===== src/rtl/gb_video_pkg.sv =====
// Shared GameBoy LCD geometry, VGA window placement and shade type for the
// framebuffer path.
package gb_video_pkg;

  localparam int GB_W   = 160;
  localparam int GB_H   = 144;
  localparam int ADDR_W = 15;
  localparam int SCALE  = 3;
  localparam int X_OFF  = 80;
  localparam int Y_OFF  = 24;

  typedef logic [1:0] gb_shade_t;

  function automatic logic [7:0] sat_inc8(input logic [7:0] v);
    return (v == 8'hFF) ? v : v + 8'd1;
  endfunction

endpackage


===== src/rtl/gb_fb_bank_ctrl_if.sv =====
// PPU pixel conduit, VGA raster position and framebuffer RAM/scan-out side of
// the bank controller.
interface gb_fb_bank_ctrl_if #(
  parameter int ADDR_W = 15
);
  logic                      px_valid;
  gb_video_pkg::gb_shade_t   px_data;
  logic                      gb_frame_start;
  logic [15:0]               vga_lx;
  logic [15:0]               vga_ly;
  logic                      vga_frame_end;

  logic                      wr_en;
  logic                      wr_bank;
  logic [ADDR_W-1:0]         wr_addr;
  gb_video_pkg::gb_shade_t   wr_data;
  logic                      rd_bank;
  logic [ADDR_W-1:0]         rd_addr;
  logic                      rd_active;
  logic                      border;
  logic                      sync_err;
  logic [7:0]                drop_cnt;

  modport master (
    output px_valid, px_data, gb_frame_start, vga_lx, vga_ly, vga_frame_end,
    input  wr_en, wr_bank, wr_addr, wr_data, rd_bank, rd_addr, rd_active,
           border, sync_err, drop_cnt
  );

  modport slave (
    input  px_valid, px_data, gb_frame_start, vga_lx, vga_ly, vga_frame_end,
    output wr_en, wr_bank, wr_addr, wr_data, rd_bank, rd_addr, rd_active,
           border, sync_err, drop_cnt
  );

endinterface


===== src/rtl/gb_fb_scan_addr.sv =====
// Maps the VGA raster onto scaled framebuffer read addresses using only
// counters and an adder; outputs are registered one cycle behind lx/ly.
module gb_fb_scan_addr #(
  parameter int GB_W   = gb_video_pkg::GB_W,
  parameter int GB_H   = gb_video_pkg::GB_H,
  parameter int ADDR_W = gb_video_pkg::ADDR_W,
  parameter int SCALE  = gb_video_pkg::SCALE,
  parameter int X_OFF  = gb_video_pkg::X_OFF,
  parameter int Y_OFF  = gb_video_pkg::Y_OFF
) (
  input  logic              clk,
  input  logic              reset_n,
  input  logic [15:0]       lx_i,
  input  logic [15:0]       ly_i,
  input  logic              frame_end_i,
  output logic [ADDR_W-1:0] rd_addr_o,
  output logic              rd_active_o,
  output logic              border_o
);

  localparam int CW = (SCALE > 1) ? $clog2(SCALE) : 1;
  localparam int XW = (GB_W > 1) ? $clog2(GB_W + 1) : 1;

  localparam logic [15:0]       X_BEG     = 16'(X_OFF);
  localparam logic [15:0]       X_END     = 16'(X_OFF + GB_W * SCALE);
  localparam logic [15:0]       Y_BEG     = 16'(Y_OFF);
  localparam logic [15:0]       Y_END     = 16'(Y_OFF + GB_H * SCALE);
  localparam logic [CW-1:0]     SUB_LAST  = CW'(SCALE - 1);
  localparam logic [ADDR_W-1:0] LINE_STEP = ADDR_W'(GB_W);

  logic              in_y, win, left_edge, row_step;
  logic [CW-1:0]     col_cnt_q, col_cnt_d, col_cur;
  logic [CW-1:0]     row_cnt_q, row_cnt_d;
  logic [XW-1:0]     gb_x_q, gb_x_d, gb_x_cur;
  logic [ADDR_W-1:0] line_base_q, line_base_d;
  logic [ADDR_W-1:0] rd_addr_q, rd_addr_d;
  logic              rd_active_q, border_q, border_d;

  always_comb begin
    in_y      = (ly_i >= Y_BEG) && (ly_i < Y_END);
    win       = in_y && (lx_i >= X_BEG) && (lx_i < X_END);
    left_edge = (lx_i == X_BEG);
    row_step  = in_y && (lx_i == X_END);
    // The left edge restarts the column counters so a line never inherits
    // a stale horizontal phase from the previous one.
    col_cur   = left_edge ? '0 : col_cnt_q;
    gb_x_cur  = left_edge ? '0 : gb_x_q;

    col_cnt_d = col_cnt_q;
    gb_x_d    = gb_x_q;
    rd_addr_d = rd_addr_q;
    border_d  = 1'b0;
    if (win) begin
      rd_addr_d = line_base_q + ADDR_W'(gb_x_cur);
      border_d  = (col_cur == '0) || (row_cnt_q == '0);
      if (col_cur == SUB_LAST) begin
        col_cnt_d = '0;
        gb_x_d    = gb_x_cur + 1'b1;
      end else begin
        col_cnt_d = col_cur + 1'b1;
        gb_x_d    = gb_x_cur;
      end
    end
  end

  always_comb begin
    row_cnt_d   = row_cnt_q;
    line_base_d = line_base_q;
    if (frame_end_i) begin
      row_cnt_d   = '0;
      line_base_d = '0;
    end else if (row_step) begin
      if (row_cnt_q == SUB_LAST) begin
        row_cnt_d   = '0;
        line_base_d = line_base_q + LINE_STEP;
      end else begin
        row_cnt_d = row_cnt_q + 1'b1;
      end
    end
  end

  always_ff @(posedge clk or negedge reset_n) begin
    if (!reset_n) begin
      col_cnt_q   <= '0;
      row_cnt_q   <= '0;
      gb_x_q      <= '0;
      line_base_q <= '0;
      rd_addr_q   <= '0;
      rd_active_q <= 1'b0;
      border_q    <= 1'b0;
    end else begin
      col_cnt_q   <= col_cnt_d;
      row_cnt_q   <= row_cnt_d;
      gb_x_q      <= gb_x_d;
      line_base_q <= line_base_d;
      rd_addr_q   <= rd_addr_d;
      rd_active_q <= win;
      border_q    <= border_d;
    end
  end

  assign rd_addr_o   = rd_addr_q;
  assign rd_active_o = rd_active_q;
  assign border_o    = border_q;

endmodule


===== src/rtl/gb_fb_bank_ctrl.sv =====
// Double-buffered GameBoy framebuffer controller: PPU write sequencing into the
// back bank, tear-free bank swap at VGA frame end, scaled scan-out addressing.
module gb_fb_bank_ctrl #(
  parameter int GB_W   = gb_video_pkg::GB_W,
  parameter int GB_H   = gb_video_pkg::GB_H,
  parameter int ADDR_W = gb_video_pkg::ADDR_W,
  parameter int SCALE  = gb_video_pkg::SCALE,
  parameter int X_OFF  = gb_video_pkg::X_OFF,
  parameter int Y_OFF  = gb_video_pkg::Y_OFF
) (
  input  logic             clk,
  input  logic             reset_n,
  gb_fb_bank_ctrl_if.slave bus
);
  import gb_video_pkg::gb_shade_t;
  import gb_video_pkg::sat_inc8;

  localparam logic [ADDR_W-1:0] LAST_PIX = ADDR_W'(GB_W * GB_H - 1);

  logic [ADDR_W-1:0] wr_ptr_q, wr_ptr_d, px_addr;
  logic              complete;
  logic              pending_q, pending_d;
  logic              rd_bank_q, rd_bank_d;
  logic [7:0]        drop_cnt_q, drop_cnt_d;
  logic              wr_en_q, wr_bank_q, sync_err_q;
  logic [ADDR_W-1:0] wr_addr_q;
  gb_shade_t         wr_data_q;
  logic [ADDR_W-1:0] rd_addr;
  logic              rd_active, border;

  // A frame start rebases the pixel that arrives with it to address 0.
  always_comb begin
    px_addr  = bus.gb_frame_start ? '0 : wr_ptr_q;
    complete = bus.px_valid && (px_addr == LAST_PIX);
    wr_ptr_d = px_addr;
    if (bus.px_valid)
      wr_ptr_d = complete ? '0 : px_addr + 1'b1;
  end

  // Completion outranks the swap: a frame finishing on the vblank cycle is
  // only shown at the following vblank.
  always_comb begin
    pending_d  = pending_q;
    rd_bank_d  = rd_bank_q;
    drop_cnt_d = drop_cnt_q;
    if (complete) begin
      if (pending_q)
        drop_cnt_d = sat_inc8(drop_cnt_q);
      pending_d = 1'b1;
    end else if (bus.vga_frame_end && pending_q) begin
      rd_bank_d = ~rd_bank_q;
      pending_d = 1'b0;
    end
  end

  always_ff @(posedge clk or negedge reset_n) begin
    if (!reset_n) begin
      wr_ptr_q   <= '0;
      pending_q  <= 1'b0;
      rd_bank_q  <= 1'b0;
      drop_cnt_q <= '0;
      wr_en_q    <= 1'b0;
      wr_bank_q  <= 1'b1;
      wr_addr_q  <= '0;
      wr_data_q  <= '0;
      sync_err_q <= 1'b0;
    end else begin
      wr_ptr_q   <= wr_ptr_d;
      pending_q  <= pending_d;
      rd_bank_q  <= rd_bank_d;
      drop_cnt_q <= drop_cnt_d;
      wr_en_q    <= bus.px_valid;
      sync_err_q <= bus.gb_frame_start && (wr_ptr_q != '0);
      if (bus.px_valid) begin
        wr_addr_q <= px_addr;
        wr_data_q <= bus.px_data;
        wr_bank_q <= ~rd_bank_q;
      end
    end
  end

  gb_fb_scan_addr #(
    .GB_W   (GB_W),
    .GB_H   (GB_H),
    .ADDR_W (ADDR_W),
    .SCALE  (SCALE),
    .X_OFF  (X_OFF),
    .Y_OFF  (Y_OFF)
  ) u_scan (
    .clk         (clk),
    .reset_n     (reset_n),
    .lx_i        (bus.vga_lx),
    .ly_i        (bus.vga_ly),
    .frame_end_i (bus.vga_frame_end),
    .rd_addr_o   (rd_addr),
    .rd_active_o (rd_active),
    .border_o    (border)
  );

  assign bus.wr_en     = wr_en_q;
  assign bus.wr_bank   = wr_bank_q;
  assign bus.wr_addr   = wr_addr_q;
  assign bus.wr_data   = wr_data_q;
  assign bus.rd_bank   = rd_bank_q;
  assign bus.rd_addr   = rd_addr;
  assign bus.rd_active = rd_active;
  assign bus.border    = border;
  assign bus.sync_err  = sync_err_q;
  assign bus.drop_cnt  = drop_cnt_q;

endmodule

===== src/flat_wrapper.sv =====
// flat-port wrapper written by rule: the top's interface ports become plain ports
module gb_fb_bank_ctrl_flat import gb_video_pkg::gb_shade_t; import gb_video_pkg::sat_inc8;
#(
  parameter int GB_W   = gb_video_pkg::GB_W,
  parameter int GB_H   = gb_video_pkg::GB_H,
  parameter int ADDR_W = gb_video_pkg::ADDR_W,
  parameter int SCALE  = gb_video_pkg::SCALE,
  parameter int X_OFF  = gb_video_pkg::X_OFF,
  parameter int Y_OFF  = gb_video_pkg::Y_OFF
)
  (clk, reset_n, bus_px_valid, bus_px_data, bus_gb_frame_start, bus_vga_lx, bus_vga_ly, bus_vga_frame_end, bus_wr_en, bus_wr_bank, bus_wr_addr, bus_wr_data, bus_rd_bank, bus_rd_addr, bus_rd_active, bus_border, bus_sync_err, bus_drop_cnt);
  gb_fb_bank_ctrl_if #(.ADDR_W(ADDR_W)) bus_i ();
  input  logic clk;
  input  logic reset_n;
  input wire logic [$bits(bus_i.px_valid)-1:0] bus_px_valid;
  input wire logic [$bits(bus_i.px_data)-1:0] bus_px_data;
  input wire logic [$bits(bus_i.gb_frame_start)-1:0] bus_gb_frame_start;
  input wire logic [$bits(bus_i.vga_lx)-1:0] bus_vga_lx;
  input wire logic [$bits(bus_i.vga_ly)-1:0] bus_vga_ly;
  input wire logic [$bits(bus_i.vga_frame_end)-1:0] bus_vga_frame_end;
  output wire logic [$bits(bus_i.wr_en)-1:0] bus_wr_en;
  output wire logic [$bits(bus_i.wr_bank)-1:0] bus_wr_bank;
  output wire logic [$bits(bus_i.wr_addr)-1:0] bus_wr_addr;
  output wire logic [$bits(bus_i.wr_data)-1:0] bus_wr_data;
  output wire logic [$bits(bus_i.rd_bank)-1:0] bus_rd_bank;
  output wire logic [$bits(bus_i.rd_addr)-1:0] bus_rd_addr;
  output wire logic [$bits(bus_i.rd_active)-1:0] bus_rd_active;
  output wire logic [$bits(bus_i.border)-1:0] bus_border;
  output wire logic [$bits(bus_i.sync_err)-1:0] bus_sync_err;
  output wire logic [$bits(bus_i.drop_cnt)-1:0] bus_drop_cnt;
  assign bus_i.px_valid = bus_px_valid;
  assign bus_i.px_data = bus_px_data;
  assign bus_i.gb_frame_start = bus_gb_frame_start;
  assign bus_i.vga_lx = bus_vga_lx;
  assign bus_i.vga_ly = bus_vga_ly;
  assign bus_i.vga_frame_end = bus_vga_frame_end;
  assign bus_wr_en = bus_i.wr_en;
  assign bus_wr_bank = bus_i.wr_bank;
  assign bus_wr_addr = bus_i.wr_addr;
  assign bus_wr_data = bus_i.wr_data;
  assign bus_rd_bank = bus_i.rd_bank;
  assign bus_rd_addr = bus_i.rd_addr;
  assign bus_rd_active = bus_i.rd_active;
  assign bus_border = bus_i.border;
  assign bus_sync_err = bus_i.sync_err;
  assign bus_drop_cnt = bus_i.drop_cnt;
  gb_fb_bank_ctrl #(.GB_W(GB_W), .GB_H(GB_H), .ADDR_W(ADDR_W), .SCALE(SCALE), .X_OFF(X_OFF), .Y_OFF(Y_OFF)) u_core (.clk(clk), .reset_n(reset_n), .bus(bus_i));
endmodule

===== config.mk =====
export PLATFORM = sky130hd
export DESIGN_NAME = gb_fb_bank_ctrl_flat
export DESIGN_NICKNAME = d
export VERILOG_FILES = /design/src/rtl/gb_video_pkg.sv /design/src/rtl/gb_fb_bank_ctrl_if.sv /design/src/rtl/gb_fb_scan_addr.sv /design/src/rtl/gb_fb_bank_ctrl.sv /design/src/flat_wrapper.sv
export SDC_FILE = /design/constraint.sdc
export NUM_CORES = 1
export LEC_CHECK = 0
export ABC_AREA = 0
export ABC_CLOCK_PERIOD_IN_PS = 7000
export CORE_MARGIN = 2
export CORE_UTILIZATION = 50
export CTS_BUF_LIST = sky130_fd_sc_hd__clkbuf_8 sky130_fd_sc_hd__clkbuf_16
export CTS_CLUSTER_DIAMETER = 50
export CTS_CLUSTER_SIZE = 40
export DETAILED_ROUTE_END_ITERATION = 8
export PLACE_DENSITY = 0.78
export SYNTH_ARGS = -nofsm -noshare
export SYNTH_HDL_FRONTEND = slang
export SYNTH_SLANG_ARGS = --single-unit

===== constraint.sdc =====
create_clock -name clk -period 7 [get_ports clk]
set_input_delay 2.1 -clock clk [delete_from_list [all_inputs] [get_ports clk]]
set_output_delay 2.1 -clock clk [all_outputs]
set_load 0.03 [all_outputs]

==> results by stage <==
Detailed routing:
- In the final routed layout, each cell accounts on average for approximately 15 um.
- The routed design has ~8900 um of wire.
- The remaining antenna violation count is 0.
- The DRC violation total after the first TritonRoute iteration is 150.
- For this run, design rule violations remaining after detail routing come to 0.
- The mean number of vias per cell is around 5.6.
- The routed layout has around 3400 vias.
- The number of iterations in the first detailed-routing pass is 6.

Synthesis:
- The commonest cells after synthesis are sky130_fd_sc_hd__dfrtp_1 (83), sky130_fd_sc_hd__nand2_1 (58), sky130_fd_sc_hd__nor2_1 (28), sky130_fd_sc_hd__o21ai_0 (28), sky130_fd_sc_hd__nand3_1 (21).
- Counting flops with a built-in enable in the synthesized netlist gives 0.
- The count of yosys warnings during synthesis is 0.
- For this run, the register share of the synthesized area comes to between 50 and 60%.
- The share of synthesized area in the top cell type comes to 49.5%.
- The number of distinct standard cells referenced by the synthesized netlist is approximately 50.
- Synthesis produced a netlist with a net count of approximately 470.
- Counting flops and latches in the post-synthesis netlist gives between 80 and 90.
- The most common cell in the synthesized netlist is sky130_fd_sc_hd__dfrtp_1.
- The post-synthesis area per instance is approximately 9.8 um^2.
- The most used flip-flop cell after synthesis is sky130_fd_sc_hd__dfrtp_1.
- The number of cells produced by synthesis is about 430.
- Yosys attributes the largest share of cell area to sky130_fd_sc_hd__dfrtp_1 (50%), sky130_fd_sc_hd__nand2_1 (5.2%), sky130_fd_sc_hd__o21ai_0 (3.3%), sky130_fd_sc_hd__mux2_2 (3.2%), sky130_fd_sc_hd__xnor2_1 (3.1%).
- In the synthesized netlist the async set-or-reset flop fraction comes to between 90% and 100%.
- The synthesized netlist occupies a cell area of 4190 um^2.
- Summed over all instances, the cell type with the most area after synthesis is sky130_fd_sc_hd__dfrtp_1.

Cells and area:
- The relative area change from synthesis to final layout is 25.6%.
- The fraction of final layout cells with drive strength greater than 1 is approximately 8.5%.
- The count of nets after finishing is 546.
- 0 antenna diodes ended up in the layout.
- Measured on the finished design, the core utilization comes to roughly 64%.

Die:
- The area of the core region is ~8000 um^2.
- The vertical die dimension is 95.6 um.
- 85 I/O pins were placed.
- The starting utilization of the core area is about half.
- The die area is a little over 9000 um^2.
- The die width is around 96 um.
- The site row count is 33.

Clock network:
- The clock insertion delay at the later pin of the skew report is about 0.36 ns.
- Clock-pin slew was measured on the worst setup and hold paths at 0.09 ns.
- CTS saw 84 sinks.
- The clock root buffer is sky130_fd_sc_hd__clkbuf_8.
- Post-CTS timing repair inserted 0 buffers for setup.
- TritonCTS built the clock tree.
- Counting along the longest clock path gives a buffer depth of 2.
- The number of gates given a new drive strength after cts is 0.
- The H-tree was split into 3 levels.
- In this run, CTS created clock tree buffers numbering 9.
- The number of hold-repair buffers added at the cts stage is 0.

Placed design:
- The congestion estimate from routability-driven global placement came to 0.849.
- The final HPWL from detailed placement is 6240 um.
- Input and output buffers added on the ports amount to 81.

Power:
- The maximum ir drop on the vdd rail is between 100 and 150 uV.
- The reported leakage power is roughly 2.2 nW.
- Dividing total power by cell area gives a power density of around 180 nW/um^2.

STA:
- The worst-case headroom to the max-slew limit is between 30% and 40%.
- The final count of hold timing violations is 0.
- Clock skew on the completed layout was measured at between 0.01 and 0.015 ns.
- The aggregate negative setup slack is 0 ns.
- Setup repair after global routing left no endpoint under its margin.
- The clock period could shrink to ~4.9 ns.
- For the pin with the worst max-slew slack, the measured transition is between 1 and 1.5 ns.
- Setup violations remaining at the end of the flow were counted as 0.
- The fmax is about 0.2 GHz.
- In the finished design, the share of the clock period the worst path needs comes to 70.3%.
- The final-report max-slew violation count came to 0.

Critical path:
- Together, buffers and inverters on the worst path number 1.
- The required time at the endpoint of the critical path is 7.28 ns.
- In this design, the stage delay of the slowest critical-path cell is roughly 0.59 ns.
- The critical path is of the in2reg type.
- The critical path data arrival time is 5.20 ns.
- The cell that appears most often on the critical path is sky130_fd_sc_hd__nand3_1.
- The endpoint class of the critical path is a flip-flop.
- The largest fanout of any net on the critical path is 13.
- Broken down by cell family, the worst path's largest delay share belongs to simple AND/OR/NAND/NOR gates.
- The slowest cell on the critical path is sky130_fd_sc_hd__or3_1.
- STA classifies the critical path startpoint as an input pin.
- Walking the worst path, the cells encountered are clkdlybuf4s50_1 -> nor4_1 -> nand3_1 -> or3_1 -> and2_1 -> ha_1 -> and4_1 -> a21oi_1 -> or4_1 -> nand3_1.

Status:
- The run finished with clean final reports.

Global routing:
- The number of global-route vias before repair is 3225.
- The largest net degree at the start of global routing is 85.
- The total global-route track usage is 20.6%.
- The remaining global-route overflow is 0.
- The first global-routing pass estimated about 15000 um of wire.
- The number of antenna violations at the first check in global routing is 0.

Min path:
- The tightest min-delay check is of the reg2reg type.

Run:
- Across the run, the number of max-cap violations was 0.
-- routing by layer --
layer,vias up,GRT usage (%),share of wire (%)
met2,118,34.7,50
met1,1625,26.1,43
met3,15,3.95,5.2
met5,-,0,0
li1,1664,-,-
met4,0,8.21,1.7
-- area by class of cell --
class                           instances  area (um^2)
Inverter                               11         41.3
Clock inverter                          7         75.1
Clock buffer                            9          124
Multi-Input combinational cell        312         1970
Tap cell                              105          131
Timing Repair Buffer                   83          823
Fill cell                             664         2910
Sequential cell                        84         2100
-- sequential cells by signal, summed over array words and instances (netlist names) --
signal,cells
u_core.bus.wr_en,1
u_core.u_scan.border_o,1
u_core.bus.wr_addr,15
u_core.u_scan.rd_active_o,1
u_core.bus.rd_bank,1
u_core.pending_q,1
u_core.u_scan.row_cnt_q,2
u_core.u_scan.line_base_q,10
u_core.u_scan.gb_x_q,8
u_core.u_scan.col_cnt_q,2
u_core.bus.wr_data,2
u_core.bus.wr_bank,1
u_core.bus.sync_err,1
u_core.bus.drop_cnt,8
u_core.wr_ptr_q,15
u_core.u_scan.rd_addr_o,15
-- where the power goes --
group / total, mW / leakage [nW] / internal (mW) / switching [mW]
clock network: 0.349 / 0.0923 / 0.167 / 0.182
registers: 0.503 / 1.15 / 0.494 / 0.00850
logic: 0.0837 / 0.964 / 0.0382 / 0.0455
total: 0.935 / 2.20 / 0.699 / 0.236
-- worst paths after layout --
check | start | to | slack (ns) | cells after the start
min in group asynchronous | reset_n | u_core.bus.drop_cnt[5] | 1.91 | 1
min reg2reg | u_core.u_scan.gb_x_q[7] | u_core.u_scan.gb_x_q[7] | 0.48 | 1
max reg2reg | u_core.wr_ptr_q[0] | u_core.bus.drop_cnt[7] | 4.25 | 8
max | bus_vga_lx[7] | u_core.u_scan.rd_addr_o[11] | 2.08 | 10
max in group asynchronous | reset_n | u_core.u_scan.row_cnt_q[1] | 4.41 | 1
min | u_core.u_scan.gb_x_q[7] | u_core.u_scan.gb_x_q[7] | 0.48 | 1
-- cell usage in the layout, fill, tap and decap left out, drive strengths merged, types with 3 or more instances in the layout --
cell type,instances
nor4,12
nand2b,5
o31ai,15
dfrtp,83
or4,7
nor2b,15
a21oi,15
inv,12
and3,5
and2,3
xnor2,15
nand2,58
o21ai,28
nor3,5
ha,6
clkbuf,9
mux2,12
a31o,5
nor2,28
or3,7
a41oi,3
clkdlybuf4s50,80
buf,3
nand3,21
xor2,14
nand4,5
clkinvlp,3
and4,5
-- stage by stage --
stage          worst slack [ns]  area, um^2  hold slack (ns)  instances  power, mW
5_1_grt                    1.79        5270            0.489        611      0.976
6_report                   2.08        5270            0.475        611      0.935
3_5_place_dp               1.71        5070            0.463        595      0.597
3_3_place_gp               1.73        5070            0.458        595      0.595
4_1_cts                    2.08        5270            0.479        611      0.942
2_1_floorplan              2.48        4190            0.436        426      0.549
-- cell families (layout without fill, tap and decap cells) --
group | after synthesis | after routing | synth area share (%)
simple gates | 180 | 180 | 22.6
flops | 84 | 84 | 50.2
compound gates | 81 | 81 | 12.4
buf+inv | 30 | 110 | 2.89
xor+xnor | 29 | 29 | 6.06
mux | 14 | 14 | 3.70
fa+ha+maj | 7 | 7 | 2.03
other cells | 1 | 1 | 0.0894
-- worst register-to-register path: stages (launching register included) --
cell	delay (ns)
sky130_fd_sc_hd__dfrtp_1	0.38
sky130_fd_sc_hd__nor2b_1	0.26
sky130_fd_sc_hd__ha_1	0.23
sky130_fd_sc_hd__and4b_1	0.26
sky130_fd_sc_hd__nand4_1	0.28
sky130_fd_sc_hd__nor4_2	0.67
sky130_fd_sc_hd__and4_1	0.33
sky130_fd_sc_hd__nand3_1	0.10
sky130_fd_sc_hd__xnor2_1	0.13
Note: power is estimated with default switching activity, not from simulation.
